==> src/rtl/result_collector.sv <==
// result_collector: turns the diagonally skewed columns leaving the PE array into aligned result rows.
// Latency: row_valid rises one cycle after the last element of a row is written into its column buffer.
// Backpressure: with row_valid && !row_ready the row is held and nothing is popped; columns keep filling.
// Ports: clk/reset (sync, active-low), start, pe_valid/pe_out (per-column samples),
//        row_valid/row_ready/row_data/row_index (row handshake), busy, done, overflow (sticky drop flag).
module result_collector #(
   parameter int MATRIX_SIZE = 2,
   parameter int DATA_SIZE   = 32
) (
   input  logic                             clk,
   input  logic                             reset,
   input  logic                             start,
   input  logic [MATRIX_SIZE-1:0]           pe_valid,
   input  logic [MATRIX_SIZE*DATA_SIZE-1:0] pe_out,
   output logic                             row_valid,
   input  logic                             row_ready,
   output logic [MATRIX_SIZE*DATA_SIZE-1:0] row_data,
   output logic [((MATRIX_SIZE > 1) ? $clog2(MATRIX_SIZE) : 1)-1:0] row_index,
   output logic                             busy,
   output logic                             done,
   output logic                             overflow
);

   localparam int PW = (MATRIX_SIZE > 1) ? $clog2(MATRIX_SIZE) : 1;
   localparam int CW = $clog2(MATRIX_SIZE + 1);
   localparam logic [CW-1:0] N_C      = CW'(MATRIX_SIZE);
   localparam logic [PW-1:0] PTR_LAST = PW'(MATRIX_SIZE - 1);

   localparam logic [1:0] S_IDLE    = 2'd0;
   localparam logic [1:0] S_COLLECT = 2'd1;
   localparam logic [1:0] S_DONE    = 2'd2;

   logic [1:0]                       state_q, state_d;
   logic [DATA_SIZE-1:0]             mem_q [MATRIX_SIZE][MATRIX_SIZE];
   logic [DATA_SIZE-1:0]             mem_d [MATRIX_SIZE][MATRIX_SIZE];
   logic [PW-1:0]                    wr_ptr_q [MATRIX_SIZE], wr_ptr_d [MATRIX_SIZE];
   logic [PW-1:0]                    rd_ptr_q [MATRIX_SIZE], rd_ptr_d [MATRIX_SIZE];
   logic [CW-1:0]                    cnt_q [MATRIX_SIZE], cnt_d [MATRIX_SIZE];
   logic [CW-1:0]                    tot_q [MATRIX_SIZE], tot_d [MATRIX_SIZE];
   logic [CW-1:0]                    row_cnt_q, row_cnt_d;
   logic                             row_valid_q, row_valid_d;
   logic [MATRIX_SIZE*DATA_SIZE-1:0] row_data_q, row_data_d;
   logic [PW-1:0]                    row_index_q, row_index_d;
   logic                             overflow_q, overflow_d;

   logic all_avail, hs, fire, push;

   always_comb begin
      state_d     = state_q;
      mem_d       = mem_q;
      wr_ptr_d    = wr_ptr_q;
      rd_ptr_d    = rd_ptr_q;
      cnt_d       = cnt_q;
      tot_d       = tot_q;
      row_cnt_d   = row_cnt_q;
      row_valid_d = row_valid_q;
      row_data_d  = row_data_q;
      row_index_d = row_index_q;
      overflow_d  = overflow_q;
      push        = 1'b0;

      all_avail = 1'b1;
      for (int c = 0; c < MATRIX_SIZE; c++) begin
         if (cnt_q[c] == '0) all_avail = 1'b0;
      end
      hs   = row_valid_q && row_ready;
      fire = (state_q == S_COLLECT) && all_avail && (!row_valid_q || row_ready);

      if (state_q == S_COLLECT) begin
         if (fire) begin
            for (int c = 0; c < MATRIX_SIZE; c++) begin
               row_data_d[c*DATA_SIZE +: DATA_SIZE] = mem_q[c][rd_ptr_q[c]];
               rd_ptr_d[c] = (rd_ptr_q[c] == PTR_LAST) ? '0 : rd_ptr_q[c] + PW'(1);
            end
            row_valid_d = 1'b1;
            row_index_d = row_cnt_q[PW-1:0];
            row_cnt_d   = row_cnt_q + CW'(1);
         end else if (hs) begin
            row_valid_d = 1'b0;
         end

         for (int c = 0; c < MATRIX_SIZE; c++) begin
            push = 1'b0;
            if (pe_valid[c]) begin
               // A full column may still accept when the row fire frees a slot this cycle.
               if ((tot_q[c] < N_C) && ((cnt_q[c] < N_C) || fire)) begin
                  push = 1'b1;
                  mem_d[c][wr_ptr_q[c]] = pe_out[c*DATA_SIZE +: DATA_SIZE];
                  wr_ptr_d[c] = (wr_ptr_q[c] == PTR_LAST) ? '0 : wr_ptr_q[c] + PW'(1);
                  tot_d[c]    = tot_q[c] + CW'(1);
               end else begin
                  overflow_d = 1'b1;
               end
            end
            cnt_d[c] = cnt_q[c] + CW'(push) - CW'(fire);
         end

         // Last row accepted downstream: all columns are drained by construction.
         if (hs && (row_index_q == PTR_LAST)) begin
            state_d     = S_DONE;
            row_valid_d = 1'b0;
         end
      end else if (start) begin
         state_d     = S_COLLECT;
         row_cnt_d   = '0;
         row_valid_d = 1'b0;
         overflow_d  = 1'b0;
         for (int c = 0; c < MATRIX_SIZE; c++) begin
            wr_ptr_d[c] = '0;
            rd_ptr_d[c] = '0;
            cnt_d[c]    = '0;
            tot_d[c]    = '0;
         end
      end
   end

   always_ff @(posedge clk) begin
      if (!reset) begin
         state_q     <= S_IDLE;
         row_cnt_q   <= '0;
         row_valid_q <= 1'b0;
         row_data_q  <= '0;
         row_index_q <= '0;
         overflow_q  <= 1'b0;
         for (int c = 0; c < MATRIX_SIZE; c++) begin
            wr_ptr_q[c] <= '0;
            rd_ptr_q[c] <= '0;
            cnt_q[c]    <= '0;
            tot_q[c]    <= '0;
         end
      end else begin
         state_q     <= state_d;
         row_cnt_q   <= row_cnt_d;
         row_valid_q <= row_valid_d;
         row_data_q  <= row_data_d;
         row_index_q <= row_index_d;
         overflow_q  <= overflow_d;
         wr_ptr_q    <= wr_ptr_d;
         rd_ptr_q    <= rd_ptr_d;
         cnt_q       <= cnt_d;
         tot_q       <= tot_d;
      end
   end

   // Buffer storage needs no reset: occupancy counts gate every read.
   always_ff @(posedge clk) begin
      mem_q <= mem_d;
   end

   assign row_valid = row_valid_q;
   assign row_data  = row_data_q;
   assign row_index = row_index_q;
   assign busy      = (state_q == S_COLLECT);
   assign done      = (state_q == S_DONE);
   assign overflow  = overflow_q;

endmodule

==> config.mk <==
export PLATFORM = sky130hd
export DESIGN_NAME = result_collector
export DESIGN_NICKNAME = d
export VERILOG_FILES = /design/src/rtl/result_collector.sv
export SDC_FILE = /design/constraint.sdc
export NUM_CORES = 1
export LEC_CHECK = 0
export BUFFER_PORTS_ARGS = -buffer_cell sky130_fd_sc_hd__buf_4
export CAP_MARGIN = 10
export CORE_ASPECT_RATIO = 0.75
export CORE_MARGIN = 2
export CORE_UTILIZATION = 40
export DETAILED_ROUTE_END_ITERATION = 8
export PLACE_DENSITY_LB_ADDON = 0.05
export SETUP_SLACK_MARGIN = 0.1
export SYNTH_ARGS = -nofsm -noshare
export SYNTH_HDL_FRONTEND = slang
export SYNTH_SLANG_ARGS = --single-unit
==> constraint.sdc <==
create_clock -name clk -period 4.2 [get_ports clk]
set_clock_uncertainty 0.1 [all_clocks]
set_input_delay 0.21 -clock clk [delete_from_list [all_inputs] [get_ports clk]]
set_output_delay 0.21 -clock clk [all_outputs]
set_load 0.005 [all_outputs]
After elaboration in Yosys (flattened, before gate mapping)
Index checks and enable logic that the tools add are counted.
Widths: inputs -> output; s select.
Cells by class
  add/sub/neg operators: 11
  magnitude comparators: 10
  eq/ne operators: 9
  multiplexer cells: 54
  bitwise logic cells: 4
  reduce and logical (&&, ||, !) cells: 23
Operators by type and width (number)
  $mux 32: 8
  $bwmux 64: 2
  $demux 32 s1: 2
  $mux 1: 26
  $mux 2: 13
  $mux 4: 3
  $reduce_and 3->1: 4
  $ge 2x2->1 const B: 4
  $logic_and 1x1->1: 8
  $lt 2x2->1 const B: 4
  $ne 2x1->1 const B: 4
  $not 1->2: 4
  $reduce_and 2->1: 4
  $add 2x1->2 const B: 3
  $add 1x1->1 const B: 4
  $add 2x1->2: 2
  $logic_not 2->1: 2
  $lt 2x1->1 const B: 2
  $ne 2x2->1 const B: 2
  $ne 4x1->1 const B: 1
  $sub 2x1->2: 2
  $logic_or 1x1->1: 3
  $eq 2x1->1 const B: 1
  $eq 2x2->1 const B: 1
  other kinds (2): 2
Word-level totals
  logic and storage cells: 129
  register bits after elaboration: 211

Depth between registers and ports, before layout
  word-level depth: 13
  depth in mapped cells: 13
  mapped depth without buffers: 11

Worst setup path before layout
No wires, ideal clock.
  kind: register to register
  start point: register row_valid_q (netlist: row_valid)
  end point: register mem_q[100] in the netlist's numbering (enable)
  required time: 3679 ps
  buffers on the path: 0
  setup time: 421 ps
  arrival: 2354 ps
  cell stages (with the launch flop): 5
  path slack: 1325 ps
  clock period less this slack: 2875 ps
  path through: dfxtp_1 -> nor2b_1 -> o21ai_0 -> nand4b_1 -> nor2_1
Between the ends
  longest elaborated chain between the ends: 6
Ends and longest elaborated chain
  from (decl): RTL line 41  | logic row_valid_q, row_valid_d;
  from (signal assigned): RTL line 134  | row_valid_q <= row_valid_d;
  $logic_not 1->1: RTL line 67  | fire = (state_q == S_COLLECT) && all_avail && (!row_valid_q || row_ready);
  $logic_or 1x1->1: RTL line 67
  $logic_and 1x1->1: RTL line 67
  $logic_or 1x1->1: RTL line 86  | if ((tot_q[c] < N_C) && ((cnt_q[c] < N_C) || fire)) begin
  $logic_and 1x1->1: RTL line 86
  $reduce_and 3->1 (no line)
  to (signal assigned): RTL line 147  | mem_q <= mem_d;
  to (decl): RTL line 34  | logic [DATA_SIZE-1:0] mem_q [MATRIX_SIZE][MATRIX_SIZE];
No other way between the ends.
A chain may end at the register's enable or synchronous reset.

Final worst setup path
  start point: register state_q[1]
  end point: register cnt_q[3] in the netlist's numbering
Between the ends
  longest elaborated chain between the ends: 11
Ends and longest elaborated chain
  from (decl): RTL line 33  | logic [1:0] state_q, state_d;
  from (signal assigned): RTL line 132  | state_q <= state_d;
  $eq 2x1->1 (*): RTL line 67, 69
  $logic_and 1x1->1 (2 in series): RTL line 67
  $logic_or 1x1->1: RTL line 86
  $logic_and 1x1->1: RTL line 86
  $mux 1: RTL line 86
  $mux 1: RTL line 84  | if (pe_valid[c]) begin
  $mux 1: RTL line 69  | if (state_q == S_COLLECT) begin
  $add 2x1->2: RTL line 95  | cnt_d[c] = cnt_q[c] + CW'(push) - CW'(fire);
  $sub 2x1->2: RTL line 95
  $mux 4: RTL line 69
  to (signal assigned): RTL line 140  | cnt_q <= cnt_d;
  to (decl): RTL line 38  | logic [CW-1:0] cnt_q [MATRIX_SIZE], cnt_d [MATRIX_SIZE];
Mark *: on every way between the ends. The rest lies on a longest branch, timed or not. The select of a mux whose other input is x is not followed.

==> impl_results.md <==
- Result of the run: complete, no violations
- GPL Wtd Cong: 0.748
- Total gr overflow: 0
- Startpoint types: register
- Count leader, synth: edfxtp_1
- DRC viols: 0
- Post-placement cell count: a little under 900
- Cell area after layout: 0.0103 mm^2
- Multi-input combinational cell area: roughly 0.0021 mm^2
- Hold WS: 0.240 ns
- Peak VDD IR: ~0.27 mV
- Num CTS Buffers: 22
- Largest net degree at the start of global routing: 101
- Clock buffer depth: 3
- DIE AREA: 0.0206 mm^2
- Finished Layout Cells: slightly below 1,000
- RSZ-0062 raised after global routing: false
- Post-Syn Area: around 0.0078 mm^2
- Number of buffer and inverter stages on the critical path: 2
- Nets: 799
- Via count: around 4,800
- Gr usage total: between 15 and 20%
- Area of placed instances: ~0.0090 mm^2
- Largest area contributor in the netlist: edfxtp_1
- Chip Width: 165 um
- Fin crit share: between 60 and 70%
- First-pass GRT wire length: roughly 24,000 um
- PortBufs: roughly 140
- Initial antenna violation count: 0
- Worst Tran Pin Value: about 1.2 ns
- Die height: around 120 um
- Routed len/inst: 15.7 um
- Final Hold Fails: 0
- Required time of the critical path: 4.53 ns
- Number of synthesized flops with an enable pin: 128
- Hold WC Path Type: primary input to register
- Final min period: 2.94 ns
- Core area: about 0.019 mm^2
- Pre-CTS setup slack: around 1.3 ns
- Clock-pin slew on the worst setup and hold paths: around 0.06 ns
- FF/Latch Area: 0.00549 mm^2
- # clock sinks: between 200 and 250
- Syn Inst Count: 527
- Max Fclk: 341 MHz
- Latest clock arrival within the worst-skew pair: 0.50 ns
- Synth top cells by count: edfxtp_1, dfxtp_1, nand2_1, mux2i_1, o211a_1
- Power, Total: 4.28 mW
- Rows: 44
- Seq/Total Area, Yosys: 70.5%
- Final setup margin: between 1 and 1.5 ns
- ANT cells: 0
- Drt pass-1 iters: 4
- Max incr delay on CP: between 0.7 and 0.8 ns
- DRT iter0 DRCs: 217
- Leakage: 4.57 nW
- Drt total wl: approximately 16,000 um
- Slowest library cell on the worst path: or4_1
- Clock Tree Root: clkbuf_16
- Critical path's top delay family: simple AND/OR/NAND/NOR gates
- Fin. max-slew vios: 0
- Syn Nets: 601
- Syn-to-layout area delta: 32.8%
- Hpwl dp: 9080 um
- Initial core utilization: about 40%
- Critical Path Most Common Cell: ha_1
- YS warnings: 0
- CTS tree: yes
- Post-CTS sizing: 0
- WS Path Type: register to register
- Area fraction of the dominant cell type after synthesis: 49.4%
- Max-cap viol count: 0
- Worst-path fanout max: 33
- Fin util: between 50 and 60%
- Mean Syn Cell Area: about 15 um^2
- # setup viols final: 0
- Data arrival, critical path: 3.26 ns
- Fillers: 1,633
- Max_slew headroom: roughly 22%
- Ports: 139
- Share of cells above drive strength 1: 23.9%
- Power Density: between 400 and 500 mW/mm^2
- Library cells used by synthesis: 33
- Post-synthesis async set-or-reset flop share: 0%
- Setup TNS: 0 ns
- Number of global-route vias before repair: 4,800
- CP Capture Type: register
- Final ANT Viol Nets: 0
- Crit-path cells: nand2b_1 > or4_1 > clkinv_2 > ha_1 > inv_1 > ha_1 > xnor2_1 > nand2_1 > o211ai_1 > o211a_1
- Synth Flop Type: edfxtp_1
- H-tree levels: 1
- Yosys reg bits: 210
- Synth area leaders: edfxtp_1, dfxtp_1, mux2i_1, o211a_1, nand2_1
- Via-per-instance ratio: roughly 4.8
==> power by group <==
group / internal (mW) / switching (mW) / total (mW)
combinational: 0.114 / 0.0960 / 0.210
clock: 1.09 / 0.736 / 1.82
sequential: 2.23 / 0.0158 / 2.25
total: 3.43 / 0.848 / 4.28
==> routing by layer <==
layer	vias up	GRT usage (%)	wire length (um)
li1	2351	-	-
met2	100	25.3	7450
met3	25	3.06	706
met4	0	3.53	267
met1	2335	20.0	7210
met5	-	0	0
==> worst reg2reg max path, cell delays in order, from the launching register on <==
cell and delay, ns:
dfxtp_1 0.32, nand2b_1 0.31, or4_1 0.72, clkinv_2 0.40, ha_1 0.31, inv_1 0.05, ha_1 0.15, xnor2_1 0.14
nand2_1 0.08, o211ai_1 0.12, o211a_1 0.18
==> repair_timing <==
item | CTS | global route
endpoints found under the setup margin | 0 | 0
buffers inserted | 0 | 0
hold buffers | 68 | 0
endpoints found under the hold margin | 136 | 0
==> final timing paths <==
kind	to	depth (start not counted)	startpoint	slack (ns)
max	cnt_q[3]	10	state_q[1]	1.26
min	tot_q[0]	4	reset	0.24
max reg2reg	cnt_q[3]	10	state_q[1]	1.26
min reg2reg	tot_q[0]	2	tot_q[0]	0.40
==> area by class of cell <==
type | count | area share (%)
tap | 253 | 3.06
clock inverter | 6 | 0.521
timing repair buffer | 208 | 16.9
sequential | 210 | 53.1
multi-input combinational | 277 | 20.1
clock buffer | 34 | 6.07
inverter | 6 | 0.230
==> sequential cells by signal (all words and copies together), names as in the netlist <==
register / count
mem_q: 128
row_data: 64
cnt_q: 4
tot_q: 4
rd_ptr_q: 2
state_q: 2
wr_ptr_q: 2
overflow: 1
row_cnt_q: 1
row_index: 1
row_valid: 1
==> cell families after synthesis <==
| kind of cell | share of synthesized area [%] |
|---|---|
| adder cells (fa/ha/maj) | 0.643 |
| AO/OA/AOI/OAI | 10.2 |
| buffers and inverters | 3.14 |
| flip-flops | 70.5 |
| AND/OR/NAND/NOR | 6.55 |
| multiplexers | 8.75 |
| XOR/XNOR | 0.225 |
==> layout by cell type, fill, tap and decap left out, drive strengths merged, types with 2 or more instances in the layout <==
cell type    synthesis  layout
a21boi               3       3
a41oi                2       2
and3                 3       3
buf                 21     140
clkbuf              13      34
clkinv               1       6
dfxtp               82      82
dlygate4sd3          0      68
edfxtp             128     128
ha                   4       4
inv                  5       5
mux2i               68      68
nand2               79      79
nand2b               3       3
nand3                4       4
nand3b               4       4
nand4b               2       2
nor2                16      16
nor2b                3       3
nor3b                2       2
o211a               66      66
o211ai               2       2
o21a                 4       4
o21ai                4       4
xnor2                2       2
Note: power is estimated with default switching activity, not from simulation.
